<file path="config.mk">
export PLATFORM = sky130hd
export DESIGN_NAME = axis_frame_tx
export DESIGN_NICKNAME = d
export VERILOG_FILES = /design/src/rtl/axis_frame_tx.sv
export SDC_FILE = /design/constraint.sdc
export NUM_CORES = 1
export LEC_CHECK = 0
export BUFFER_PORTS_ARGS = -buffer_cell sky130_fd_sc_hd__buf_2
export CORE_ASPECT_RATIO = 0.8
export CORE_MARGIN = 2
export CORE_UTILIZATION = 50
export DETAILED_ROUTE_END_ITERATION = 10
export GPL_TIMING_DRIVEN = 0
export PLACE_DENSITY = 0.87
export SYNTH_ARGS = -nofsm -noshare
export SYNTH_HDL_FRONTEND = slang
export SYNTH_SLANG_ARGS = --single-unit
</file>
<file path="constraint.sdc">
create_clock -name clk -period 1.7 [get_ports clk]
set_input_delay 0.085 -clock clk [delete_from_list [all_inputs] [get_ports clk]]
set_output_delay 0.085 -clock clk [all_outputs]
set_load 0.005 [all_outputs]
</file>
<file path="src/rtl/axis_frame_tx.sv">
// AXI4-Stream video frame transmitter: emits a WIDTH x HEIGHT raster of
// test-pattern pixels {y[7:0], x[7:0], frame_cnt} with SOF on tuser[0]
// and end-of-line on tlast, inserting H_GAP idle cycles after each line.
// Optional macro AXIS_FRAME_TX_SOL_EN drives tuser[1] as start-of-line.
//
// state     | meaning
// ----------+-----------------------------------------------------------
// IDLE      | no frame in progress, waiting for start
// ACTIVE    | presenting the beat at (x, y); advances on acceptance
// GAP       | inter-line idle cycles (tvalid low), H_GAP cycles long
// FRAME_END | one idle cycle after the last beat; frame_done, frame_cnt++
`timescale 1ns/1ps

module axis_frame_tx #(
   parameter int DATA_W = 24,
   parameter int WIDTH  = 640,
   parameter int HEIGHT = 480,
   parameter int H_GAP  = 4
) (
   input  logic              clk,
   input  logic              aresetn,
   input  logic              start,
   input  logic              continuous,
   output logic [DATA_W-1:0] m_axis_tdata,
   output logic              m_axis_tvalid,
   input  logic              m_axis_tready,
   output logic [7:0]        m_axis_tuser,
   output logic              m_axis_tlast,
   output logic              busy,
   output logic              frame_done
);

   // Counters are at least 8 bits so the pattern can always take [7:0].
   localparam int XW    = ($clog2(WIDTH)  > 8) ? $clog2(WIDTH)  : 8;
   localparam int YW    = ($clog2(HEIGHT) > 8) ? $clog2(HEIGHT) : 8;
   localparam int GAP_W = (H_GAP > 1) ? $clog2(H_GAP) : 1;

   localparam logic [1:0] S_IDLE      = 2'd0;
   localparam logic [1:0] S_ACTIVE    = 2'd1;
   localparam logic [1:0] S_GAP       = 2'd2;
   localparam logic [1:0] S_FRAME_END = 2'd3;

   logic [1:0]       state_q, state_d;
   logic [XW-1:0]    x_q, x_d;
   logic [YW-1:0]    y_q, y_d;
   logic [7:0]       fcnt_q, fcnt_d;
   logic [GAP_W-1:0] gap_q, gap_d;
   logic             armed_q;
   logic             x_last, y_last;

   assign x_last = (x_q == XW'(WIDTH - 1));
   assign y_last = (y_q == YW'(HEIGHT - 1));

   // Next-state logic: raster walk, gap down-counter and frame sequencing.
   always_comb begin
      state_d = state_q;
      x_d     = x_q;
      y_d     = y_q;
      fcnt_d  = fcnt_q;
      gap_d   = gap_q;
      case (state_q)
         S_IDLE: begin
            // armed_q blocks a start seen on the first edge after reset release
            if (start && armed_q) begin
               state_d = S_ACTIVE;
               x_d     = '0;
               y_d     = '0;
            end
         end
         S_ACTIVE: begin
            if (m_axis_tready) begin
               if (x_last) begin
                  x_d = '0;
                  if (y_last) begin
                     y_d     = '0;
                     state_d = S_FRAME_END;
                  end else begin
                     y_d = y_q + 1'b1;
                     if (H_GAP > 0) begin
                        state_d = S_GAP;
                        gap_d   = GAP_W'(H_GAP - 1);
                     end
                  end
               end else begin
                  x_d = x_q + 1'b1;
               end
            end
         end
         S_GAP: begin
            if (gap_q == '0) begin
               state_d = S_ACTIVE;
            end else begin
               gap_d = gap_q - 1'b1;
            end
         end
         S_FRAME_END: begin
            fcnt_d  = fcnt_q + 1'b1;
            y_d     = '0;
            state_d = continuous ? S_ACTIVE : S_IDLE;
         end
         default: state_d = S_IDLE;
      endcase
   end

   // State and counter registers.
   always_ff @(posedge clk or negedge aresetn) begin
      if (!aresetn) begin
         state_q <= S_IDLE;
         x_q     <= '0;
         y_q     <= '0;
         fcnt_q  <= '0;
         gap_q   <= '0;
      end else begin
         state_q <= state_d;
         x_q     <= x_d;
         y_q     <= y_d;
         fcnt_q  <= fcnt_d;
         gap_q   <= gap_d;
      end
   end

   // Goes high one edge after reset release; gates start on that first edge.
   always_ff @(posedge clk or negedge aresetn) begin
      if (!aresetn) begin
         armed_q <= 1'b0;
      end else begin
         armed_q <= 1'b1;
      end
   end

   // Outputs decode registered state only, so tvalid never depends on tready
   // and everything drops to zero as soon as reset asserts.
   assign m_axis_tvalid = (state_q == S_ACTIVE);
   assign m_axis_tdata  = m_axis_tvalid ? DATA_W'({y_q[7:0], x_q[7:0], fcnt_q})
                                        : '0;
   assign m_axis_tlast  = m_axis_tvalid && x_last;
   assign m_axis_tuser[0] = m_axis_tvalid && (x_q == '0) && (y_q == '0);
`ifdef AXIS_FRAME_TX_SOL_EN
   assign m_axis_tuser[1] = m_axis_tvalid && (x_q == '0);
`else
   assign m_axis_tuser[1] = 1'b0;
`endif
   assign m_axis_tuser[7:2] = '0;
   assign busy       = (state_q != S_IDLE);
   assign frame_done = (state_q == S_FRAME_END);

endmodule

</file>
==> impl_metrics.toml, run 1 <==
[power_and_ir_drop]
sw_frac_of_total = 0.3233
p_int_mw = 1.496
p_seq_frac = 0.405
leakage_nw = 1.238
p_clk_frac = 0.278
peakVddDrop_v = 0.0004342
total_power_mw = 2.211
comb_power_share = 0.317
p_sw_mw = 0.7150
cellPowerDensity_mw_per_mm2 = 814.5

[setup_path]
end_kind = "flop"
cp.arrival_ns = 1.90
cp_cell_sequence = "ha_4 > nand4_4 > o41a_1 > and3_1 > a211o_1"
slowest_stage = "o41a_1"
crit_path_start_kind = "flop"
worstPathMaxFanout = 5
path_class = "flop to flop"
required_ns = 1.87
slowest_delay_ns = 0.44

[global_routing]
grt_max_degree = 33
grt_pass1_vias = 1537
track_usage = 0.2112
grt_pass1_wl_um = 7590
antenna_found_initial = 0
overflow = 0

[floorplan]
die_w_um = 76.58
dieArea_sq_mm = 0.004752
rows = 21
io_pins = 41
coreArea_sq_mm = 0.004125
fp.dieH_um = 62.06
start_util = 0.5108

[finish]
final_cell_area_sq_mm = 0.002715
drive_gt1_frac = 0.3474
area.growth.synth_to_final_pct = 28.86
n_antenna_cell = 0
instances_no_fill = 342
nets = 295

[status]
run_status = "complete, but fails checks"
violations = "negative setup slack"

[clock_network]
clock_sinks = 32
cts_tree = "done"
clock_path_buffers = 2
cts_inserted_buffers = 5
cts-root-buf = "clkbuf_8"
clk_latency_ns = 0.29
htreeDepth = 2
clk_pin_slew_ns = 0.07

[logic_synthesis]
synth.most_common_cell = "dfrtp_1"
synth_cell_types = 57
synth_top_area_share = 0.3800
synthesis.yosys.warnings = 0
synthXorXnorAreaFrac = 0.06235
netlist_area_sq_mm = 0.002107
synth_edf_count = 0
synth_top_area_cell = "dfrtp_1"
yosys.area_share.simple = 0.2821
syn_inst = 227
synth_async_sr_flop_share = 1.000
synth_area_per_cell_sq_um = 9.282
synth_area_leaders = "dfrtp_1 (38%), xnor2_1 (6.2%), and2_1 (5.6%), ha_1 (3.6%), nor2_1 (3.2%)"
synthTopCellsByCount = "dfrtp_1 (32), and2_1 (19), nor2_1 (18)"
synth-main-ff-cell = "dfrtp_1"
synth_top_family_by_area = "simple AND/OR/NAND/NOR gates"
ys_ff_latch = 32
synth-compound-area-share = 0.1490
seq_area_frac_synth = 0.3800
synth_fa_ha_area_frac = 0.03563
synthMuxAreaShare = 0.007126

[drt]
ant_nets = 0
routed_wl_um = 4987
dr.first_iter.drc_count = 143
drc = 0
num_vias = 1881
wire_per_inst_um = 14.58
firstDrtPassIters = 5
via_per_inst = 5.500

[worst_hold_path]
hold_class = "input port to flop"

[sta]
fmax_ghz = 0.5785
finClkSkew_ns = 0.005747
setup_viol = 2
layout_setup_ws_ns = -0.02857
rsz0062_at_grt = "yes"
tightest_slew_ns = 0.7112
hold_violations = 0
relSlewSlack = 0.5259
fin_crit_ns = 1.729
tns_ns = -0.04564
period_share = 1.017
slew_violations = 0
finalHoldWorstSlack_ns = 0.3055

[placed_design]
dp.cells = 323
gp_congestion = 0.8477
post_dp_cell_area_sq_mm = 0.002366
hpwl_um = 3259
portBuffers = 33

[flow_run]
cap_violations = 0
state kept, by name, indices dropped and copies added, names as in the netlist:
name,count
x_q,10
y_q,9
fcnt_q,8
gap_q,2
state_q,2
armed_q,1
worst max-delay path, delay by kind of cell (launching register included):
kind	cells	cell delay, ns
DFF	1	0.42
AOI/OAI and AO/OA	2	0.66
and+or+nand+nor	2	0.33
adders and majority gates	1	0.19
worst paths after layout:
check	slack (ns)	end	start	depth (start not counted)
worst min-delay path	0.31	gap_q[0]$_DFFE_PN0P_	m_axis_tready	4
max in group asynchronous	0.83	y_q[1]$_DFFE_PN0P_	aresetn	2
worst max-delay path	-0.03	y_q[3]$_DFFE_PN0P_	y_q[0]$_DFFE_PN0P_	5
worst max register to register	-0.03	y_q[3]$_DFFE_PN0P_	y_q[0]$_DFFE_PN0P_	5
min in group asynchronous	0.37	x_q[1]$_DFFE_PN0P_	aresetn	2
worst min register to register	0.46	fcnt_q[7]$_DFFE_PN0P_	fcnt_q[7]$_DFFE_PN0P_	1
power groups by stage:
stage,Clock [mW],Combinational [mW],Sequential (mW)
2_1_floorplan,0,0.363,0.876
3_3_place_gp,0,0.515,0.885
3_5_place_dp,0,0.530,0.890
4_1_cts,0.632,0.608,0.878
5_1_grt,0.649,0.780,0.907
6_report,0.615,0.700,0.897
layer usage:
layer	vias up	track usage	routed length [um]
met5	-	0	0
met4	0	0.07013	51
met3	4	0.05636	315
met2	77	0.3274	2309
met1	904	0.2947	2310
li1	896	-	-
cell usage in the layout, fill, tap and decap left out, types with 2 or more instances in the layout:
| cell type | instances |
|---|---|
| and3_1 | 3 |
| xnor2_1 | 15 |
| nor3_1 | 3 |
| and2_4 | 2 |
| conb_1 | 8 |
| inv_1 | 7 |
| buf_6 | 7 |
| nand2b_4 | 2 |
| nor2_1 | 18 |
| o2bb2ai_1 | 3 |
| buf_4 | 15 |
| a22o_1 | 3 |
| clkbuf_1 | 2 |
| nor4_1 | 4 |
| a211oi_1 | 3 |
| nand2_1 | 17 |
| a21oi_1 | 5 |
| dfrtp_1 | 31 |
| nand3_2 | 2 |
| and2_1 | 19 |
| inv_4 | 2 |
| nor2b_1 | 2 |
| a21o_1 | 2 |
| buf_2 | 35 |
| nand4_1 | 7 |
| buf_8 | 2 |
| and4_1 | 3 |
| ha_1 | 3 |
| a2111oi_2 | 2 |
| ha_4 | 3 |
| o21ai_0 | 7 |
| clkbuf_8 | 7 |
| nand3_1 | 9 |
logic make-up (layout without fill, tap and decap cells):
kind of cell             Yosys count  after routing
multiplexers                       1              1
AND/OR/NAND/NOR                  103            103
AO/OA/AOI/OAI                     39             39
other                              2              8
adder cells (fa/ha/maj)            6              6
XOR/XNOR                          15             15
flip-flops                        32             32
buffers and inverters             29             81
through the flow:
step | util | worst slack (ns)
floorplan | - | 0.03023
global placement | 0.5736 | -0.1983
detailed placement | 0.5736 | -0.2354
CTS | 0.6291 | -0.006374
global route | 0.6582 | -0.08626
finish | 0.6582 | -0.02857
area by class of cell:
class	count	area, sq um
timing repair buffer	44	257.7
inverter	10	42.54
fill	348	1410
tap	57	71.32
multi-input combinational	172	1276
clock buffer	8	90.09
sequential	32	802.0
buffer	19	175.2
what timing repair did:
item | 4_1_cts | 5_1_grt
hold buffers | 1 | 0
pin swaps | 3 | 7
endpoints found under the setup margin | 40 | 32
hold endpoints to repair | 32 | 0
gates cloned | 0 | 0
buffers inserted | 6 | 4
resized for setup | 18 | 22
No activity file was read; power rests on OpenSTA's default activity.
==> run 2: changes to the inputs <==
--- a/config.mk
+++ b/config.mk
@@ -5,6 +5,7 @@
 export SDC_FILE = /design/constraint.sdc
 export NUM_CORES = 1
 export LEC_CHECK = 0
+export ABC_AREA = 1
 export BUFFER_PORTS_ARGS = -buffer_cell sky130_fd_sc_hd__buf_2
 export CORE_ASPECT_RATIO = 0.8
 export CORE_MARGIN = 2
==> run 2 against run 1 <==
  * Via count increased by 11%
  * Sequential share of layout area increased by 0.85 points
  * Largest power group is now combinational logic
  * The run now ends clean
  * Clock power is 34% higher
  * Design area decreased by 2.8%
  * Critical path depth increased by 1
  * Synthesized cell count up 38%
==> impl_metrics.toml, run 2 <==
[power_and_ir_drop]
sw_frac_of_total = 0.4263
leakage_nw = 1.418
p_int_mw = 2.146
p_clk_frac = 0.221
p_sw_mw = 1.595
total_power_mw = 3.740
peakVddDrop_v = 0.0009252
cellPowerDensity_mw_per_mm2 = 1417
p_seq_frac = 0.302
comb_power_share = 0.477

[setup_path]
cp.arrival_ns = 1.55
worstPathMaxFanout = 10
critPathBufInv = 4
slowest_delay_ns = 0.42
cp_cell_sequence = "inv_2 > nor2_8 > inv_2 > buf_2 > nor2_1 > buf_2"
end_kind = "primary output"
required_ns = 1.62
crit_path_start_kind = "flop"
path_class = "flop to primary output"
critical-path-top-delay-family = "buffers and inverters"
slowest_stage = "dfrtp_2"

[floorplan]
start_util = 0.5229
coreArea_sq_mm = 0.004204
rows = 21
dieArea_sq_mm = 0.004946
die_w_um = 78.14
fp.dieH_um = 63.31
io_pins = 41

[logic_synthesis]
syn_inst = 313
synth_cell_types = 31
synth_async_sr_flop_share = 1.000
synth_top_area_cell = "dfrtp_1"
synthesis.yosys.warnings = 0
synth-main-ff-cell = "dfrtp_1"
synth_area_per_cell_sq_um = 7.024
seq_area_frac_synth = 0.3643
synth_area_leaders = "dfrtp_1 (36%), nand2_1 (13%), nor2_1 (8.2%), inv_1 (7.5%), nand3_1 (4.6%)"
synth.most_common_cell = "nand2_1"
synthTopCellsByCount = "nand2_1 (77), nor2_1 (48), inv_1 (44)"
ys_ff_latch = 32
netlist_area_sq_mm = 0.002198
synth_top_area_share = 0.3643
synth_edf_count = 0

[clock_network]
cts-root-buf = "clkbuf_8"
clock_sinks = 32
clk_pin_slew_ns = 0.06
clk_latency_ns = 0.30
cts_tree = "done"
clock_path_buffers = 2
htreeDepth = 2
cts_inserted_buffers = 5

[drt]
ant_nets = 0
wire_per_inst_um = 12.34
drc = 0
firstDrtPassIters = 5
routed_wl_um = 5181
via_per_inst = 4.993
num_vias = 2097
dr.first_iter.drc_count = 159

[finish]
nets = 373
final_cell_area_sq_mm = 0.002639
max_flop_register = "x_q"
layout_common_cells = "nand2_1 (75), nor2_1 (48), inv_1 (42)"
final_common_cell = "nand2_1"
largest_reg_flops = 10
reg_top3 = "x_q: 10 flops, y_q: 9 flops, fcnt_q: 8 flops"
drive_gt1_frac = 0.2562
n_antenna_cell = 0
area.growth.synth_to_final_pct = 20.03

[sta]
slew_violations = 0
finalHoldWorstSlack_ns = 0.1258
setup_viol = 0
hold_violations = 0
period_share = 0.9628
relSlewSlack = 0.5256
finClkSkew_ns = 0.005860
tightest_slew_ns = 0.7117
fmax_ghz = 0.6110
fin_crit_ns = 1.637
layout_setup_ws_ns = 0.06323

[placed_design]
post_dp_cell_area_sq_mm = 0.002457
portBuffers = 33
hpwl_um = 3630
gp_congestion = 0.9374
preCtsSetupSlack_ns = 0.06178

[global_routing]
overflow = 0
grt_pass1_wl_um = 8390
grt_pass1_vias = 1945
grt_max_degree = 33
antenna_found_initial = 0
track_usage = 0.2163

[status]
run_status = "completed"

[flow_run]
cap_violations = 0

[worst_hold_path]
hold_class = "input port to flop"
run 2: worst paths after layout:
check	start	to	slack, ns	depth (start not counted)
setup reg to reg	y_q[1]$_DFFE_PN0P_	y_q[8]$_DFFE_PN0P_	0.06	8
max in group asynchronous	aresetn	state_q[0]$_DFFE_PN0P_	0.83	2
min in group asynchronous	aresetn	x_q[3]$_DFFE_PN0P_	0.37	2
setup / recovery	state_q[0]$_DFFE_PN0P_	m_axis_tdata[13]	0.06	6
hold reg to reg	gap_q[1]$_DFFE_PN0P_	gap_q[1]$_DFFE_PN0P_	0.48	2
hold / removal	continuous	state_q[0]$_DFFE_PN0P_	0.13	3
run 2: power by group through the flow:
| stage | Clock, mW | Sequential [mW] | Combinational [mW] |
|---|---|---|---|
| floorplan | 0 | 1.09 | 1.19 |
| global placement | 0 | 1.13 | 1.61 |
| detailed placement | 0 | 1.13 | 1.68 |
| CTS | 0.830 | 1.12 | 1.72 |
| global route | 0.870 | 1.16 | 2.00 |
| finish | 0.825 | 1.13 | 1.78 |
run 2: stage by stage:
step,utilization,instances,setup TNS [ns]
after global placement,0.5845,409,0
after detailed placement,0.5845,409,0
after floorplan,-,319,0
after global routing,0.6277,420,-0.06307
final,0.6277,420,0
after CTS,0.6193,418,0
run 2: area by class of cell:
cell class / count / area [sq um]
buffer: 14 / 105.1
inverter: 50 / 187.7
fill: 382 / 1565
multi-input combinational: 222 / 1149
sequential: 32 / 802.0
tap: 57 / 71.32
clock buffer: 7 / 96.34
clock inverter: 1 / 30.03
timing repair buffer: 37 / 197.7
run 2: cells by family after synthesis:
| group | share of synthesized area |
|---|---|
| AO/OA/AOI/OAI | 0.06090 |
| XOR/XNOR | 0.02390 |
| adder cells (fa/ha/maj) | 0.03415 |
| buffers and inverters | 0.1315 |
| flip-flops | 0.3643 |
| other | 0.003416 |
| AND/OR/NAND/NOR | 0.3819 |
run 2: worst reg2reg max path, stage by stage, from the launching register on:
cell     delay [ns]
dfrtp_1        0.40
ha_1           0.20
nand2_1        0.12
nor2_4         0.15
nand4_1        0.29
nand3_1        0.18
nor2_1         0.06
nand2_1        0.07
nand2_1        0.06
run 2: layer usage:
metal	wire [um]	GRT usage	vias up
li1	-	-	1054
met1	2231	0.2619	960
met2	2579	0.3631	66
met3	276	0.06304	17
met4	93	0.08553	0
met5	0	0	-
run 2: repair_timing:
action | in CTS | in global routing
resized for setup | 4 | 9
setup endpoints to repair | 21 | 29
hold buffers | 1 | 0
pin swaps | 0 | 3
setup buffers | 0 | 3
cloned | 0 | 0
hold endpoints to repair | 32 | 0
==> run 3: changes to the inputs <==
--- a/config.mk
+++ b/config.mk
@@ -8,7 +8,6 @@
 export ABC_AREA = 1
 export BUFFER_PORTS_ARGS = -buffer_cell sky130_fd_sc_hd__buf_2
 export CORE_ASPECT_RATIO = 0.8
-export CORE_MARGIN = 2
 export CORE_UTILIZATION = 50
 export DETAILED_ROUTE_END_ITERATION = 10
 export GPL_TIMING_DRIVEN = 0
==> run 3 against run 2 <==
  * The run now ends with design-rule violations left
  * Die area down 5.6%
  * Global-route usage about the same
  * Critical path type is now flop to flop
  * Non-clock buffer count up 1
  * Critical path depth up 3
  * Sequential power about the same
  * Via count down 1.6%
  * Combinational power about the same
  * Count of clock-buffer cells in the layout up 1
  * Largest cell class unchanged
  * Sequential share of layout area up 0.34 points
  * Maximum frequency up 0.75%
  * Worst setup slack better by 0.012 ns
  * Clock skew down 0.00091 ns
==> impl_metrics.toml, run 3 (synthesis gave the netlist of run 2 again) <==
[setup_path]
critPathBufInv = 1
worstPathMaxFanout = 10
path_class = "flop to flop"
critical-path-top-delay-family = "simple AND/OR/NAND/NOR gates"
slowest_delay_ns = 0.38
slowest_stage = "dfrtp_1"
cp_common_cell = "nand2_2"
required_ns = 1.87
cp_cell_sequence = "ha_1 > nand3_2 > nor2_4 > nand2_2 > nand2_2 > nand3_4 > buf_6 > nand2_1 > o21ai_1"
end_kind = "flop"
crit_path_start_kind = "flop"
cp.arrival_ns = 1.79

[sta]
hold_violations = 0
fin_crit_ns = 1.625
period_share = 0.9556
tns_ns = 0
tightest_slew_ns = 0.7059
finalHoldWorstSlack_ns = 0.1482
setup_viol = 0
slew_violations = 0
relSlewSlack = 0.5294
finClkSkew_ns = 0.004952
fmax_ghz = 0.6155
layout_setup_ws_ns = 0.07541

[placed_design]
hpwl_um = 3593
post_dp_cell_area_sq_mm = 0.002457
portBuffers = 33
gp_congestion = 0.9396
preCtsSetupSlack_ns = -0.01774
dp.cells = 409

[global_routing]
overflow = 0
busiest_layer = "met2"
grt_pass1_wl_um = 7748
track_usage = 0.2166
use_met3 = 0.05037
use_met1 = 0.2775
grt.met2_usage = 0.3623
grt_max_degree = 33
grt_pass1_vias = 1805
antenna_found_initial = 0

[worst_hold_path]
hold_class = "input port to flop"

[clock_network]
htreeDepth = 2
clock_path_buffers = 2
cts-root-buf = "clkbuf_8"
cts_inserted_buffers = 5
clock_sinks = 32
clk_latency_ns = 0.28
cts_tree = "done"
clk_pin_slew_ns = 0.07

[finish]
nets = 374
drive_gt1_frac = 0.2500
area.growth.synth_to_final_pct = 18.72
fillerInstances = 383
reg_top3 = "x_q: 10 flops, y_q: 9 flops, fcnt_q: 8 flops"
largest_reg_flops = 10
final_cell_area_sq_mm = 0.002610
n_antenna_cell = 0
final_common_cell = "nand2_1"
max_flop_register = "x_q"
instances_no_fill = 421
postLayoutCoreUtil = 0.6208
layout_common_cells = "nand2_1 (75), nor2_1 (48), inv_1 (42)"

[power_and_ir_drop]
p_sw_mw = 1.541
comb_power_share = 0.501
p_clk_frac = 0.176
leakage_nw = 1.404
sw_frac_of_total = 0.4409
p_seq_frac = 0.323
total_power_mw = 3.495
peakVddDrop_v = 0.0008361
p_int_mw = 1.954
cellPowerDensity_mw_per_mm2 = 1339

[drt]
ant_nets = 0
dr.first_iter.drc_count = 218
wire_per_inst_um = 11.47
routed_wl_um = 4830
drc = 2
num_vias = 2063
firstDrtPassIters = 7
via_per_inst = 4.900

[status]
run_status = "complete, but fails checks"
violations = "design-rule violations"

[floorplan]
start_util = 0.5229
coreArea_sq_mm = 0.004204
rows = 21
io_pins = 41
fp.dieH_um = 61.31
dieArea_sq_mm = 0.004667
die_w_um = 76.14

[flow_run]
cap_violations = 0
## run 3: cell types whose count changed in the layout (fill, tap and decap cells not counted)
cell / change
buf_2: +1
bufinv_16: -1
clkbuf_1: +2
clkbuf_8: -1
ha_1: +1
ha_2: -1
nor2_2: -1
nor2_4: +1
## run 3: repair_timing
| item | 4_1_cts | 5_1_grt |
|---|---|---|
| hold endpoints to repair | 32 | 0 |
| endpoints found under the setup margin | 27 | 27 |
| setup buffers | 0 | 4 |
| pin swaps | 0 | 2 |
| hold buffers | 1 | 0 |
| gates resized for setup | 5 | 6 |
## run 3: worst paths after layout
| kind | from | to | slack (ns) | cells after the start |
|---|---|---|---|---|
| setup / recovery | x_q[0]$_DFFE_PN0P_ | y_q[3]$_DFFE_PN0P_ | 0.08 | 9 |
| hold / removal | continuous | state_q[0]$_DFFE_PN0P_ | 0.15 | 3 |
| setup reg to reg | x_q[0]$_DFFE_PN0P_ | y_q[3]$_DFFE_PN0P_ | 0.08 | 9 |
| hold reg to reg | gap_q[1]$_DFFE_PN0P_ | gap_q[1]$_DFFE_PN0P_ | 0.48 | 2 |
| max in group asynchronous | aresetn | state_q[0]$_DFFE_PN0P_ | 0.83 | 2 |
| min in group asynchronous | aresetn | x_q[9]$_DFFE_PN0P_ | 0.38 | 2 |
## run 3: cell type report
class | count | area (sq um) | area share
plain buffers | 14 | 102.6 | 0.03931
clock buffers | 8 | 90.09 | 0.03452
inverters | 50 | 187.7 | 0.07191
multi-input cells | 222 | 1151 | 0.4410
flip-flops and latches | 32 | 802.0 | 0.3073
well taps | 57 | 71.32 | 0.02733
repair buffers | 38 | 205.2 | 0.07862
## run 3: worst register-to-register path: stages, from the launching register on
cell and delay [ns]:
dfrtp_1 0.38, ha_1 0.22, nand3_2 0.13, nor2_4 0.14, nand2_2 0.11, nand2_2 0.12
nand3_4 0.12, buf_6 0.17, nand2_1 0.05, o21ai_1 0.05
## run 3: power groups by stage
stage                     clock (mW)  sequential (mW)  combinational, mW
after global routing           0.648             1.15               2.00
after detailed placement           0             1.13               1.66
after global placement             0             1.12               1.61
after floorplan                    0             1.09               1.19
after CTS                      0.617             1.12               1.68
final                          0.614             1.13               1.75
## run 3: routing by layer
metal | vias to the layer above | wire, um
met2 | 58 | 2362
met4 | 0 | 54
met1 | 935 | 2152
met5 | - | 0
li1 | 1063 | -
met3 | 7 | 260
